===== src/rtl/apb_gpio_arbiter.sv =====
`default_nettype none
// +--------------------------------------------------------------------------+
// | apb_gpio_arbiter : two-requester round-robin APB front end for one slave |
// | Revision 1.0                                                             |
// +--------------------------------------------------------------------------+
module apb_gpio_arbiter #(
  parameter int APB_ADDR_WIDTH = 12,
  parameter int TIMEOUT_CYCLES = 16
) (
  input  logic                      HCLK,
  input  logic                      HRESETn,

  input  logic [APB_ADDR_WIDTH-1:0] m0_paddr,
  input  logic [31:0]               m0_pwdata,
  input  logic                      m0_pwrite,
  input  logic                      m0_psel,
  input  logic                      m0_penable,
  output logic [31:0]               m0_prdata,
  output logic                      m0_pready,
  output logic                      m0_pslverr,

  input  logic [APB_ADDR_WIDTH-1:0] m1_paddr,
  input  logic [31:0]               m1_pwdata,
  input  logic                      m1_pwrite,
  input  logic                      m1_psel,
  input  logic                      m1_penable,
  output logic [31:0]               m1_prdata,
  output logic                      m1_pready,
  output logic                      m1_pslverr,

  output logic [APB_ADDR_WIDTH-1:0] PADDR,
  output logic [31:0]               PWDATA,
  output logic                      PWRITE,
  output logic                      PSEL,
  output logic                      PENABLE,
  input  logic [31:0]               PRDATA,
  input  logic                      PREADY,
  input  logic                      PSLVERR,

  output logic [1:0]                grant
);

  typedef enum logic [1:0] {
    IDLE   = 2'd0,
    SETUP  = 2'd1,
    ACCESS = 2'd2
  } state_t;

  localparam logic [7:0] C_TIMEOUT = 8'(TIMEOUT_CYCLES);

  state_t                    state_q, state_d;
  logic                      owner_q, owner_d;
  logic                      last_q, last_d;
  logic [7:0]                wait_cnt_q, wait_cnt_d;
  logic [APB_ADDR_WIDTH-1:0] paddr_q, paddr_d;
  logic [31:0]               pwdata_q, pwdata_d;
  logic                      pwrite_q, pwrite_d;

  logic                      req_any;
  logic                      pick;
  logic                      done;
  logic [31:0]               rsp_data;
  logic                      rsp_err;

  // The requesters' access-phase strobe carries no information for arbitration.
  logic unused_penable;
  assign unused_penable = m0_penable ^ m1_penable;

  always_comb begin
    req_any = m0_psel | m1_psel;
    // On a tie the requester not served last wins; otherwise whoever asks.
    if (m0_psel && m1_psel) begin
      pick = ~last_q;
    end else begin
      pick = m1_psel;
    end

    done = (state_q == ACCESS) && (PREADY || (wait_cnt_q == C_TIMEOUT));

    state_d    = state_q;
    owner_d    = owner_q;
    last_d     = last_q;
    wait_cnt_d = wait_cnt_q;
    paddr_d    = paddr_q;
    pwdata_d   = pwdata_q;
    pwrite_d   = pwrite_q;

    case (state_q)
      IDLE: begin
        if (req_any) begin
          state_d  = SETUP;
          owner_d  = pick;
          last_d   = pick;
          paddr_d  = pick ? m1_paddr  : m0_paddr;
          pwdata_d = pick ? m1_pwdata : m0_pwdata;
          pwrite_d = pick ? m1_pwrite : m0_pwrite;
        end
      end
      SETUP: begin
        state_d    = ACCESS;
        wait_cnt_d = 8'd0;
      end
      ACCESS: begin
        if (done) begin
          state_d    = IDLE;
          wait_cnt_d = 8'd0;
        end else begin
          wait_cnt_d = wait_cnt_q + 8'd1;
        end
      end
      default: begin
        state_d    = IDLE;
        wait_cnt_d = 8'd0;
      end
    endcase
  end

  always_ff @(posedge HCLK or negedge HRESETn) begin
    if (!HRESETn) begin
      state_q    <= IDLE;
      owner_q    <= 1'b0;
      last_q     <= 1'b1;
      wait_cnt_q <= 8'd0;
      paddr_q    <= '0;
      pwdata_q   <= 32'd0;
      pwrite_q   <= 1'b0;
    end else begin
      state_q    <= state_d;
      owner_q    <= owner_d;
      last_q     <= last_d;
      wait_cnt_q <= wait_cnt_d;
      paddr_q    <= paddr_d;
      pwdata_q   <= pwdata_d;
      pwrite_q   <= pwrite_d;
    end
  end

  assign PADDR   = paddr_q;
  assign PWDATA  = pwdata_q;
  assign PWRITE  = pwrite_q;
  assign PSEL    = (state_q != IDLE);
  assign PENABLE = (state_q == ACCESS);
  assign grant   = (state_q == IDLE) ? 2'b00 : (owner_q ? 2'b10 : 2'b01);

  // A timeout completes with an error and forces the read data to zero.
  assign rsp_data = PREADY ? PRDATA  : 32'd0;
  assign rsp_err  = PREADY ? PSLVERR : 1'b1;

  assign m0_pready  = done && !owner_q;
  assign m0_pslverr = m0_pready && rsp_err;
  assign m0_prdata  = m0_pready ? rsp_data : 32'd0;

  assign m1_pready  = done && owner_q;
  assign m1_pslverr = m1_pready && rsp_err;
  assign m1_prdata  = m1_pready ? rsp_data : 32'd0;

endmodule
`default_nettype wire


===== config.mk =====
export PLATFORM = sky130hd
export DESIGN_NAME = apb_gpio_arbiter
export DESIGN_NICKNAME = d
export VERILOG_FILES = /design/src/rtl/apb_gpio_arbiter.sv
export SDC_FILE = /design/constraint.sdc
export NUM_CORES = 1
export LEC_CHECK = 0
export BUFFER_PORTS_ARGS = -buffer_cell sky130_fd_sc_hd__buf_2
export CAP_MARGIN = 20
export CORE_MARGIN = 8
export CORE_UTILIZATION = 45
export CTS_BUF_LIST = sky130_fd_sc_hd__clkbuf_2
export DETAILED_ROUTE_END_ITERATION = 16
export PLACE_DENSITY = 0.92
export SYNTH_ARGS = -nofsm -noshare
export SYNTH_HDL_FRONTEND = slang
export SYNTH_SLANG_ARGS = --single-unit

===== constraint.sdc =====
create_clock -name HCLK -period 2.43 [get_ports HCLK]
set_input_delay 0.1215 -clock HCLK [delete_from_list [all_inputs] [get_ports HCLK]]
set_output_delay 0.1215 -clock HCLK [all_outputs]
set_load 0.05 [all_outputs]

== After elaboration in Yosys (flattened, before gate mapping) ==
Cells that the tools add are included.

* Bits in registers: 57
* Input port bits: 130
* Output and inout bits: 117
* Word-level logic and storage cells: 42

* Add/sub/neg operators: 1
* Equal/unequal tests: 5
* Muxes and demuxes: 15
* Bitwise logic cells: 2
* Reduce and logical (&&, ||, !) cells: 12

{| class="wikitable"
|+ Operator list
! kind !! count
|-
| 32-bit 2-to-1 mux || 4
|-
| 8-bit case mux with 2 select lines || 1
|-
| 12-bit 2-to-1 mux || 1
|-
| 8-bit by 1-bit adder with 8-bit output, second input constant || 1
|-
| 8-bit by 5-bit == test with 1-bit output, second input constant || 1
|-
| 2-bit 2-to-1 mux || 4
|-
| 8-bit 2-to-1 mux || 1
|-
| 1-bit logical AND || 6
|-
| 2-bit case mux with 3 select lines || 1
|-
| 2-bit AND reduction || 2
|-
| 1-bit 2-to-1 mux || 3
|-
| 2-bit by 1-bit == test with 1-bit output, second input constant || 1
|-
| 2-bit == test, second input constant || 1
|-
| 2-bit zero test || 1
|-
| 2-bit by 1-bit != test with 1-bit output, second input constant || 1
|-
| 2-bit != test, second input constant || 1
|-
| 2-bit nonzero test || 1
|-
| 1-bit zero test || 1
|-
| 1-bit logical OR || 1
|-
| 1-bit inverter || 1
|-
| 1-bit OR || 1
|}

== Longest topological paths before layout ==
Gate-level depths: netlist of the first run.

* Word-level depth: 5
* Mapped depth: 7
* Gate-level depth less buffers: 6

== Worst setup path before layout of the first run ==
OpenSTA, ideal clock, no wires.

* Path kind: reg2out
* Start: register state_q[0]
* End: output m0_prdata[22]
* Data arrival time: 1.968 ns
* Data required time: 2.309 ns
* Slack: 0.340 ns
* Cell stages (with the launch flop): 6
* Path buffers: 1
* Cell sequence: dfrtp_1 > nand2b_1 > inv_1 > nand3_4 > buf_2 > nor2_1

* Word-level cells in the longest chain between the ends: 4

{| class="wikitable"
|+ Ends and longest elaborated chain
! element !! line !! text
|-
| start: declaration || 51 || <nowiki>state_t state_q, state_d;</nowiki>
|-
| start signal: assignment || 128 || <nowiki>state_q <= state_d;</nowiki>
|-
| 2-bit == test || -- ||
|-
| net PENABLE || 35 || <nowiki>output logic PENABLE,</nowiki>
|-
| 1-bit logical AND || 78 || <nowiki>done = (state_q == ACCESS) && (PREADY || (wait_cnt_q == C_TIMEOUT));</nowiki>
|-
| 1-bit logical AND || 149 || <nowiki>assign m0_pready = done && !owner_q;</nowiki>
|-
| 32-bit 2-to-1 mux || 151 || <nowiki>assign m0_prdata = m0_pready ? rsp_data : 32'd0;</nowiki>
|-
| end: declaration || 18 || <nowiki>output logic [31:0] m0_prdata,</nowiki>
|}

The timed path passes the listed nets, and every way through them passes these cells.

== Worst setup path in the final report of the first run ==
* Start: register wait_cnt_q[5]
* End: output m0_prdata[5]

* Word-level cells in the longest chain between the ends: 5

{| class="wikitable"
|+ Ends and longest elaborated chain
! element !! line !! text
|-
| start: declaration || 54 || <nowiki>logic [7:0] wait_cnt_q, wait_cnt_d;</nowiki>
|-
| start signal: assignment || 131 || <nowiki>wait_cnt_q <= wait_cnt_d;</nowiki>
|-
| 8-bit by 5-bit == test with 1-bit output || 78 ||
|-
| 1-bit logical OR || 78 ||
|-
| 1-bit logical AND || 78 ||
|-
| 1-bit logical AND || 149 ||
|-
| 32-bit 2-to-1 mux || 151 ||
|}

No other way between the ends.

==> results_dict.tcl, run 1 <==
set metrics [dict create \
    run_status "complete, no violations" \
    nNetsFinal 842 \
    drtPass1Iterations 8 \
    met3_wirelength_mm 2.15 \
    yosysTopAreaCell "dfrtp_1" \
    comb_power_share 0.646 \
    ir_worst_vdd_mv 0.845 \
    worst_ep_arrival_time_ns 2.24 \
    cts_made_buffers 9 \
    switching_share 0.576 \
    route.top_layer_used "met4" \
    clock-root-buffer "clkbuf_2" \
    setup-tns-final_ns 0 \
    grt.overflow.total 0 \
    achievable-frequency_mhz 424 \
    post_synthesis_register_bit_count 57 \
    ys_types 33 \
    drc_errors 0 \
    hold_violations 0 \
    die_h_um 101 \
    timing.final.max_slew_violations 0 \
    clk_pin_slew_worst_paths_ns 0.15 \
    most_frequent_cell_after_synthesis "nor2_1" \
    design.core.area_sq_mm 0.00714 \
    worst_ep_required_time_ns 2.31 \
    clock_sink_count 57 \
    clockPowerShare 0.091 \
    grt_first_pass_wirelength_mm 24.5 \
    synth_warnings 0 \
    htree_num_levels 3 \
    setup_viol 0 \
    routed_wl_mm 17.4 \
    synth_top_cells_by_count "nor2_1, dfrtp_1, a21oi_1, mux2i_1, nand2_1" \
    io_buffers 244 \
    io-pin-count 247 \
    max_cap_viol_count 0 \
    ant_nets 0 \
    endpoint_type_of_the_worst_setup_path "primary output" \
    seqPwrFrac 0.263 \
    crit_fanout 8 \
    rows 31 \
    wire_per_inst_um 21.2 \
    routed-wl-met2_mm 8.84 \
    drt-vias-per-instance 5.42 \
    mappedNetlistArea_sq_mm 0.00326 \
    dominant_combinational_cell_family_by_area_after_synthesis "simple AND/OR/NAND/NOR gates" \
    synthCells 376 \
    route.vias.total 4430 \
    clock_period_minus_final_worst_setup_slack_ns 2.36 \
    place.detailed.hpwl_mm 9.53 \
    clock_path_buffers 2 \
    final_period_utilization 0.970 \
    static_leakage_nw 2.88 \
    globalRouteTotalUtil 0.314 \
    synth_fa_ha_area_frac 0.00767 \
    min_path_type "input pin to register" \
    ys.flop_type "dfrtp_1" \
    area_delta_synth_final_pct 82.9 \
    grt_antenna_before_repair 3 \
    synth-compound-area-share 0.103 \
    grt_start_max_net_pins 83 \
    postSynth.asyncResetShare 1.00 \
    route.layer.met1.wl_mm 5.52 \
    crit_path_start_kind "register" \
    synthTopCellsByArea "dfrtp_1, mux2i_1, nor2_1, a21oi_1, nor2_2" \
    synth_top_cell_area_share 0.429 \
    power-per-cell-area_mw_per_mm2 1080 \
    syn_nets 508 \
    post_synth.cell_area_avg_sq_um 8.68 \
    synth_sequential_area_ratio 0.438 \
    die_area_sq_mm 0.0102 \
    slew_headroom 0.518 \
    floorplan.initialDensity 0.457 \
    number_of_drc_markers_after_the_initial_detailed_route_iteration 303 \
    clock_latency_ns 0.45 \
    first_global_vias 4590 \
    gp_congestion 0.970 \
    synth_enable_flop_cells 0 \
    finalClockSkew_ns 0.0163 \
    hold_path_depth 3 \
    netSwitchingPower_w 0.00371 \
    worst_r2r_path_depth 5 \
    final_core_utilization 0.836 \
    critPathKind "register to primary output" \
    synthXorXnorAreaFrac 0.00805 \
    internal-power_w 0.00273 \
    fraction_of_layout_cells_with_a_size_suffix_above_1 0.460 \
    clock_tree_from_tritoncts "built" \
    unrepaired_setup_endpoints_after_global_routing "yes" \
    die_outline_width_um 101 \
    synth_simple_gate_area_share 0.243 \
    worst_pin_slew_ns 0.723 \
    synthMuxAreaShare 0.138 \
]
## sequential cells by signal, summed over array words and instances (netlist names)
| name | flops |
|---|---|
| last_q | 1 |
| wait_cnt_q | 8 |
| PADDR | 12 |
| PWDATA | 32 |
| state_q | 2 |
| PWRITE | 1 |
| owner_q | 1 |
## final timing paths
check                                    end           from  slack [ns]
worst max-delay path            m0_prdata[5]  wait_cnt_q[5]        0.07
worst min-delay path              state_q[0]        m1_psel        0.12
worst max register to register     PWDATA[0]         last_q        0.17
worst min register to register    state_q[1]     state_q[1]        0.53
max in group asynchronous          PWDATA[6]        HRESETn        1.59
min in group asynchronous          PADDR[11]        HRESETn        0.35
## per-layer routing
metal,vias up,track usage
met3,84,0.131
met4,0,0.178
met2,376,0.559
met1,2053,0.300
li1,1917,-
met5,-,0
## what timing repair did
item / CTS / global route
resized for setup: 53 / 53
endpoints found under the hold margin: 102 / 0
hold buffers: 93 / 0
buffers inserted: 1 / 3
pin swaps: 1 / 2
setup endpoints to repair: 68 / 68
gates cloned: 1 / 2
## area by class of cell
class	count	area (sq um)
Clock inverter	5	47.5
Clock buffer	11	55.1
Antenna cell	4	10.0
Tap cell	99	124
Fill cell	402	1170
Multi-Input combinational cell	286	1800
Sequential cell	57	1430
Inverter	9	37.5
Timing Repair Buffer	347	2470
## power by group through the flow
stage	clock, W	combinational [W]	sequential [W]
5_1_grt	0.000638	0.00435	0.00172
2_1_floorplan	0	0.00142	0.00289
6_report	0.000585	0.00417	0.00170
3_3_place_gp	0	0.00349	0.00159
4_1_cts	0.000593	0.00385	0.00162
3_5_place_dp	0	0.00357	0.00163
## per-stage QoR
step	total power (W)	worst slack (ns)	cell area, sq um	hold slack, ns	std cells
after detailed placement	0.00520	0.389	4520	0.314	698
after floorplan	0.00431	0.340	3260	-0.174	376
after global routing	0.00671	-0.0748	5970	0.0836	817
after global placement	0.00509	0.416	4520	0.297	698
after CTS	0.00606	0.0144	5720	0.0529	809
final	0.00645	0.0733	5970	0.115	818
## critical path, stage by stage, from the launching register on
cell	delay [ns]
dfrtp_1	0.47
nor4b_4	0.38
a21o_4	0.21
buf_6	0.14
nand3_4	0.22
nor2_2	0.20
buf_6	0.17
## logic make-up (layout without fill, tap and decap cells)
logic type	Yosys count	after routing
DFF	57	57
AOI/OAI and AO/OA	61	61
xor gates and xnor gates	3	3
and+or+nand+nor	172	175
adders and majority gates	2	2
other	0	4
buffers and inverters	36	372
muxes	45	45
## cell usage in the layout (no fill, tap or decap), drive strengths merged
master / netlist / final
xnor2: 3 / 3
o22ai: 1 / 1
dfrtp: 56 / 56
clkinv: 0 / 4
dlygate4sd3: 0 / 93
a21boi: 1 / 1
nor2b: 1 / 1
ha: 2 / 2
a31oi: 1 / 1
diode: 0 / 4
mux2i: 45 / 45
nor4b: 1 / 1
nor3: 2 / 2
o311ai: 1 / 1
nand2: 40 / 40
a21o: 2 / 2
nor4: 1 / 1
nand3: 5 / 8
buf: 22 / 250
clkinvlp: 0 / 1
nor2: 119 / 119
nand2b: 1 / 1
a211o: 2 / 2
nor3b: 2 / 2
o21ai: 5 / 5
dfstp: 1 / 1
clkbuf: 5 / 15
inv: 9 / 8
a21oi: 48 / 48
bufinv: 0 / 1
Note: power is estimated with default switching activity, not from simulation.
==> inputs of run 2 (changes only) <==
--- a/config.mk
+++ b/config.mk
@@ -8,10 +8,10 @@
 export BUFFER_PORTS_ARGS = -buffer_cell sky130_fd_sc_hd__buf_2
 export CAP_MARGIN = 20
 export CORE_MARGIN = 8
-export CORE_UTILIZATION = 45
+export CORE_UTILIZATION = 42
 export CTS_BUF_LIST = sky130_fd_sc_hd__clkbuf_2
 export DETAILED_ROUTE_END_ITERATION = 16
-export PLACE_DENSITY = 0.92
+export PLACE_DENSITY = 0.87
 export SYNTH_ARGS = -nofsm -noshare
 export SYNTH_HDL_FRONTEND = slang
 export SYNTH_SLANG_ARGS = --single-unit
==> constraint.sdc (replaced) <==
create_clock -name HCLK -period 2.3 [get_ports HCLK]
set_input_delay 0.115 -clock HCLK [delete_from_list [all_inputs] [get_ports HCLK]]
set_output_delay 0.115 -clock HCLK [all_outputs]
set_load 0.05 [all_outputs]
==> run 2 against run 1 <==
Against the previous run: the flow now finishes with violations (setup timing); setup slack lost 0.11 ns; routed wire length grew 4.3%; critical path depth rose by 2; via count grew 1.9%; largest cell class unchanged.
==> results_dict.tcl, run 2 (synthesized netlist as in run 1, its figures left out) <==
set metrics [dict create \
    slew_headroom 0.654 \
    filler_cells 410 \
    clock_tree_from_tritoncts "built" \
    die_h_um 104 \
    most-common-layout-cells "buf_2, dlygate4sd3_1, nor2_1, dfrtp_1, a21oi_1" \
    clock_sink_count 57 \
    max_cap_viol_count 0 \
    setup_viol 7 \
    worst_ep_required_time_ns 2.18 \
    htree_num_levels 3 \
    final-seq-area_sq_mm 0.00143 \
    area_of_the_multi_input_gates_sq_mm 0.00181 \
    io_buffers 244 \
    grt.overflow.total 0 \
    io-pin-count 247 \
    met3_usage 0.119 \
    first_global_vias 4653 \
    crit_fanout 14 \
    routed_wl_mm 18.1 \
    clock_path_buffers 2 \
    min_path_type "input pin to asynchronous set/reset pin" \
    design.core.area_sq_mm 0.00765 \
    worst_pin_slew_ns 0.520 \
    postLayoutSetupSlackWorst_ns -0.0373 \
    wire_per_inst_um 21.7 \
    endpoint_type_of_the_worst_setup_path "primary output" \
    holdWs_ns 0.115 \
    ant_nets 0 \
    timing.final.max_slew_violations 0 \
    globalRouteTotalUtil 0.293 \
    power-per-cell-area_mw_per_mm2 1080 \
    die_outline_width_um 104 \
    fin_total_pwr_w 0.00684 \
    grt_first_pass_wirelength_mm 25.3 \
    place_area_sq_mm 0.00460 \
    clk_pin_slew_worst_paths_ns 0.21 \
    fraction_of_layout_cells_with_a_size_suffix_above_1 0.466 \
    grt_start_max_net_pins 63 \
    clock_latency_ns 0.49 \
    rows 32 \
    number_of_drc_markers_after_the_initial_detailed_route_iteration 240 \
    cts_made_buffers 9 \
    floorplan.initialDensity 0.427 \
    worst_r2r_path_depth 6 \
    unrepaired_setup_endpoints_after_global_routing "yes" \
    failing_checks "setup timing" \
    largest_register_ffs 32 \
    grt_antenna_before_repair 1 \
    area_delta_synth_final_pct 93.9 \
    die_area_sq_mm 0.0108 \
    run_status "finished with violations" \
    ir_worst_vdd_mv 0.848 \
    nNetsFinal 858 \
    hold_violations 0 \
    gp_congestion 0.902 \
    final_common_cell "buf_2" \
    grt_use_met1 0.280 \
    place.detailed.hpwl_mm 9.86 \
    met2_usage 0.524 \
    busiest_grt_layer "met2" \
    finish.instance_area_sq_mm 0.00633 \
    drt-vias-per-instance 5.41 \
    pre_cts_ws_ns 0.164 \
    clock_period_minus_final_worst_setup_slack_ns 2.34 \
    crit_path_start_kind "register" \
    drc_errors 0 \
    critPathKind "register to primary output" \
    route.vias.total 4513 \
    drtPass1Iterations 5 \
    worst_ep_arrival_time_ns 2.22 \
    achievable-frequency_mhz 428 \
    final_period_utilization 1.02 \
    clock-root-buffer "clkbuf_2" \
    static_leakage_nw 3.03 \
    finalClockSkew_ns 0.0541 \
]
==> run 2: cell count changes in the layout (fill, tap and decap cells not counted), sizes merged <==
cell / delta
diode: -3
clkinv: -1
bufinv: -1
nand3: -2
inv: +1
buf: +20
clkbuf: -1
==> run 2: repair_timing <==
item | CTS | global route
hold buffers | 93 | 0
setup buffers | 3 | 7
pin swaps | 1 | 9
resized for setup | 51 | 140
setup endpoints to repair | 68 | 102
gates cloned | 1 | 2
endpoints found under the hold margin | 68 | 0
==> run 2: report_power, final <==
group / leakage [nW] / internal (W) / switching (W)
clock network: 0.0617 / 0.000151 / 0.000374
logic: 2.31 / 0.00131 / 0.00323
registers: 0.652 / 0.00145 / 0.000329
total: 3.03 / 0.00291 / 0.00393
==> run 2: cell type report <==
cell class / instances / share of cell area
diodes: 1 / 0.000395
clock buffers: 12 / 0.00949
clock inverters: 4 / 0.00356
inverters: 9 / 0.00534
multi-input cells: 284 / 0.286
flip-flops and latches: 57 / 0.226
well taps: 102 / 0.0202
repair buffers: 365 / 0.449
==> run 2: critical path, cell delays in order, from the launching register on <==
cell     delay [ns]
dfrtp_1        0.43
inv_2          0.09
ha_4           0.12
nor3b_4        0.21
a21o_4         0.20
nand3_4        0.14
buf_12         0.20
nor2_2         0.17
buf_6          0.18
==> run 2: final timing paths <==
path | startpoint | endpoint | slack, ns
setup / recovery | wait_cnt_q[1] | m1_prdata[27] | -0.04
hold / removal | HRESETn | PADDR[2] | 0.12
setup reg to reg | last_q | PWDATA[26] | 0.21
hold reg to reg | state_q[1] | state_q[1] | 0.53
max in group asynchronous | HRESETn | PADDR[8] | 1.47
min in group HCLK | m1_psel | owner_q | 0.26
==> run 2: through the flow <==
stage / setup TNS, ns / std cells / util
floorplan: 0 / 376 / -
global placement: 0 / 711 / 0.602
detailed placement: 0 / 711 / 0.602
CTS: 0 / 824 / 0.760
global route: -5.19 / 834 / 0.828
finish: -0.119 / 834 / 0.828
==> run 2: layer usage <==
layer / vias up / wire length, um
li1: 1935 / -
met1: 2105 / 5950
met2: 389 / 9160
met3: 84 / 1920
met4: 0 / 1070
met5: - / 0
==> inputs of run 3 (changes only) <==
--- a/config.mk
+++ b/config.mk
@@ -12,6 +12,7 @@
 export CTS_BUF_LIST = sky130_fd_sc_hd__clkbuf_2
 export DETAILED_ROUTE_END_ITERATION = 16
 export PLACE_DENSITY = 0.87
+export SETUP_SLACK_MARGIN = 0.3
 export SYNTH_ARGS = -nofsm -noshare
 export SYNTH_HDL_FRONTEND = slang
 export SYNTH_SLANG_ARGS = --single-unit
==> run 3 against run 2 <==
Against the previous run: the flow still finishes with violations (setup timing); critical path depth shrank 1; sequential power is essentially flat; routed wire length grew 1.9%; hold slack got worse by 0.024 ns; global-route usage grew 2.1 points.
==> results_dict.tcl, run 3 (synthesized netlist as in run 1, its figures left out) <==
set metrics [dict create \
    worst_ep_required_time_ns 2.18 \
    fraction_of_layout_cells_with_a_size_suffix_above_1 0.484 \
    crit_path_start_kind "register" \
    grt_start_max_net_pins 63 \
    ir_worst_vdd_mv 0.941 \
    number_of_drc_markers_after_the_initial_detailed_route_iteration 297 \
    grt_antenna_before_repair 1 \
    achievable-frequency_mhz 419 \
    worst_pin_slew_ns 0.540 \
    die_outline_width_um 104 \
    drc_errors 0 \
    clk_pin_slew_worst_paths_ns 0.20 \
    postLayoutSetupSlackWorst_ns -0.0856 \
    routed_wl_mm 18.4 \
    final-instance-count-excl-fill 836 \
    critPathMaxStageDelay_ns 0.43 \
    rows 32 \
    drtPass1Iterations 5 \
    worst_ep_arrival_time_ns 2.27 \
    io-pin-count 247 \
    critPathKind "register to primary output" \
    pre_cts_ws_ns 0.164 \
    die_area_sq_mm 0.0108 \
    endpoint_type_of_the_worst_setup_path "primary output" \
    floorplan.initialDensity 0.427 \
    place_area_sq_mm 0.00460 \
    drt-vias-per-instance 5.43 \
    design.core.area_sq_mm 0.00765 \
    dp_cells 711 \
    finish.instance_area_sq_mm 0.00636 \
    timing.final.max_slew_violations 0 \
    largest_register_ffs 32 \
    run_status "finished with violations" \
    grt_first_pass_wirelength_mm 26.8 \
    max_cap_viol_count 0 \
    clock-root-buffer "clkbuf_2" \
    grt.overflow.total 0 \
    first_global_vias 4815 \
    wire_per_inst_um 22.1 \
    nNetsFinal 860 \
    clock_sink_count 57 \
    most-common-layout-cells "buf_2, dlygate4sd3_1, nor2_1, dfrtp_1, a21oi_1" \
    globalRouteTotalUtil 0.314 \
    power-per-cell-area_mw_per_mm2 1070 \
    io_buffers 244 \
    clock_tree_from_tritoncts "built" \
    timing.critical_path.slowest_stage_cell "dfrtp_1" \
    place.detailed.hpwl_mm 9.86 \
    area_delta_synth_final_pct 95.0 \
    clock_latency_ns 0.51 \
    slew_headroom 0.640 \
    crit_chain "inv_2 -> ha_4 -> nor3b_4 -> a21o_4 -> nand3_4 -> nor2_1 -> buf_4" \
    min_path_type "input pin to asynchronous set/reset pin" \
    hold_violations 0 \
    route.vias.total 4540 \
    setup_viol 37 \
    final_common_cell "buf_2" \
    crit_fanout 17 \
    cts_made_buffers 9 \
    clock_path_buffers 2 \
    clock_period_minus_final_worst_setup_slack_ns 2.39 \
    die_h_um 104 \
    static_leakage_nw 3.01 \
    ant_nets 0 \
    unrepaired_setup_endpoints_after_global_routing "yes" \
    final_core_utilization 0.832 \
    htree_num_levels 3 \
    failing_checks "setup timing" \
    final_period_utilization 1.04 \
    finalClockSkew_ns 0.0528 \
    gp_congestion 0.902 \
]
## run 3: changes by cell type in the layout (fill, tap and decap cells not counted), moves of 2 or more
cell     change
buf_8        -4
buf_6        +8
nor2_1      -12
nand3_4      +2
nor2_2      +12
## run 3: area by class of cell
type                       instances  area (sq um)
antenna                            1          2.50
clock buffer                      12          60.1
clock inverter                     4          22.5
fill                             390          1280
inverter                           9          33.8
multi-input combinational        286          1870
sequential                        57          1430
tap                              102           128
timing repair buffer             365          2810
## run 3: worst paths after layout
path | from | endpoint | slack [ns] | depth (start not counted)
max | wait_cnt_q[1] | m0_prdata[10] | -0.09 | 7
min | HRESETn | PWDATA[31] | 0.09 | 2
max reg2reg | last_q | PWDATA[23] | 0.53 | 4
min reg2reg | state_q[1] | state_q[1] | 0.53 | 1
max in group asynchronous | HRESETn | PWDATA[3] | 1.49 | 3
min in group HCLK | m1_psel | PWDATA[15] | 0.26 | 5
## run 3: what timing repair did
| item | in CTS | in global routing |
|---|---|---|
| setup endpoints to repair | 68 | 70 |
| cloned | 3 | 0 |
| resized for setup | 120 | 60 |
| hold buffers | 93 | 0 |
| setup buffers | 7 | 5 |
| pin swaps | 2 | 5 |
| endpoints found under the hold margin | 68 | 0 |
## run 3: power by group
part           total, W  switching [W]  leakage (nW)  internal, W
clock network  0.000536       0.000386        0.0617     0.000150
logic           0.00449        0.00327          2.30      0.00122
registers       0.00177       0.000321         0.652      0.00145
total           0.00679        0.00397          3.01      0.00282
## run 3: metal layers
metal  track usage  part of all wire  routed length, um
met4         0.192             0.054                991
met5             0                 0                  0
met1         0.300              0.32               5980
met2         0.564              0.51               9340
met3         0.112              0.11               2120
## run 3: worst max-delay path, delay by kind of cell, from the launching register on
family | cells | cell delay (ns)
fa+ha+maj | 1 | 0.12
flops | 1 | 0.43
simple gates | 3 | 0.67
compound gates | 1 | 0.21
buf+inv | 2 | 0.33
## run 3: per-stage QoR
| step | hold slack, ns | TNS, ns | total power, W |
|---|---|---|---|
| 6_report | 0.0917 | -0.905 | 0.00679 |
| 5_1_grt | 0.169 | -6.28 | 0.00704 |
| 4_1_cts | 0.0781 | 0 | 0.00638 |
| 3_5_place_dp | 0.126 | 0 | 0.00554 |
| 3_3_place_gp | 0.126 | 0 | 0.00541 |
| 2_1_floorplan | -0.181 | 0 | 0.00455 |
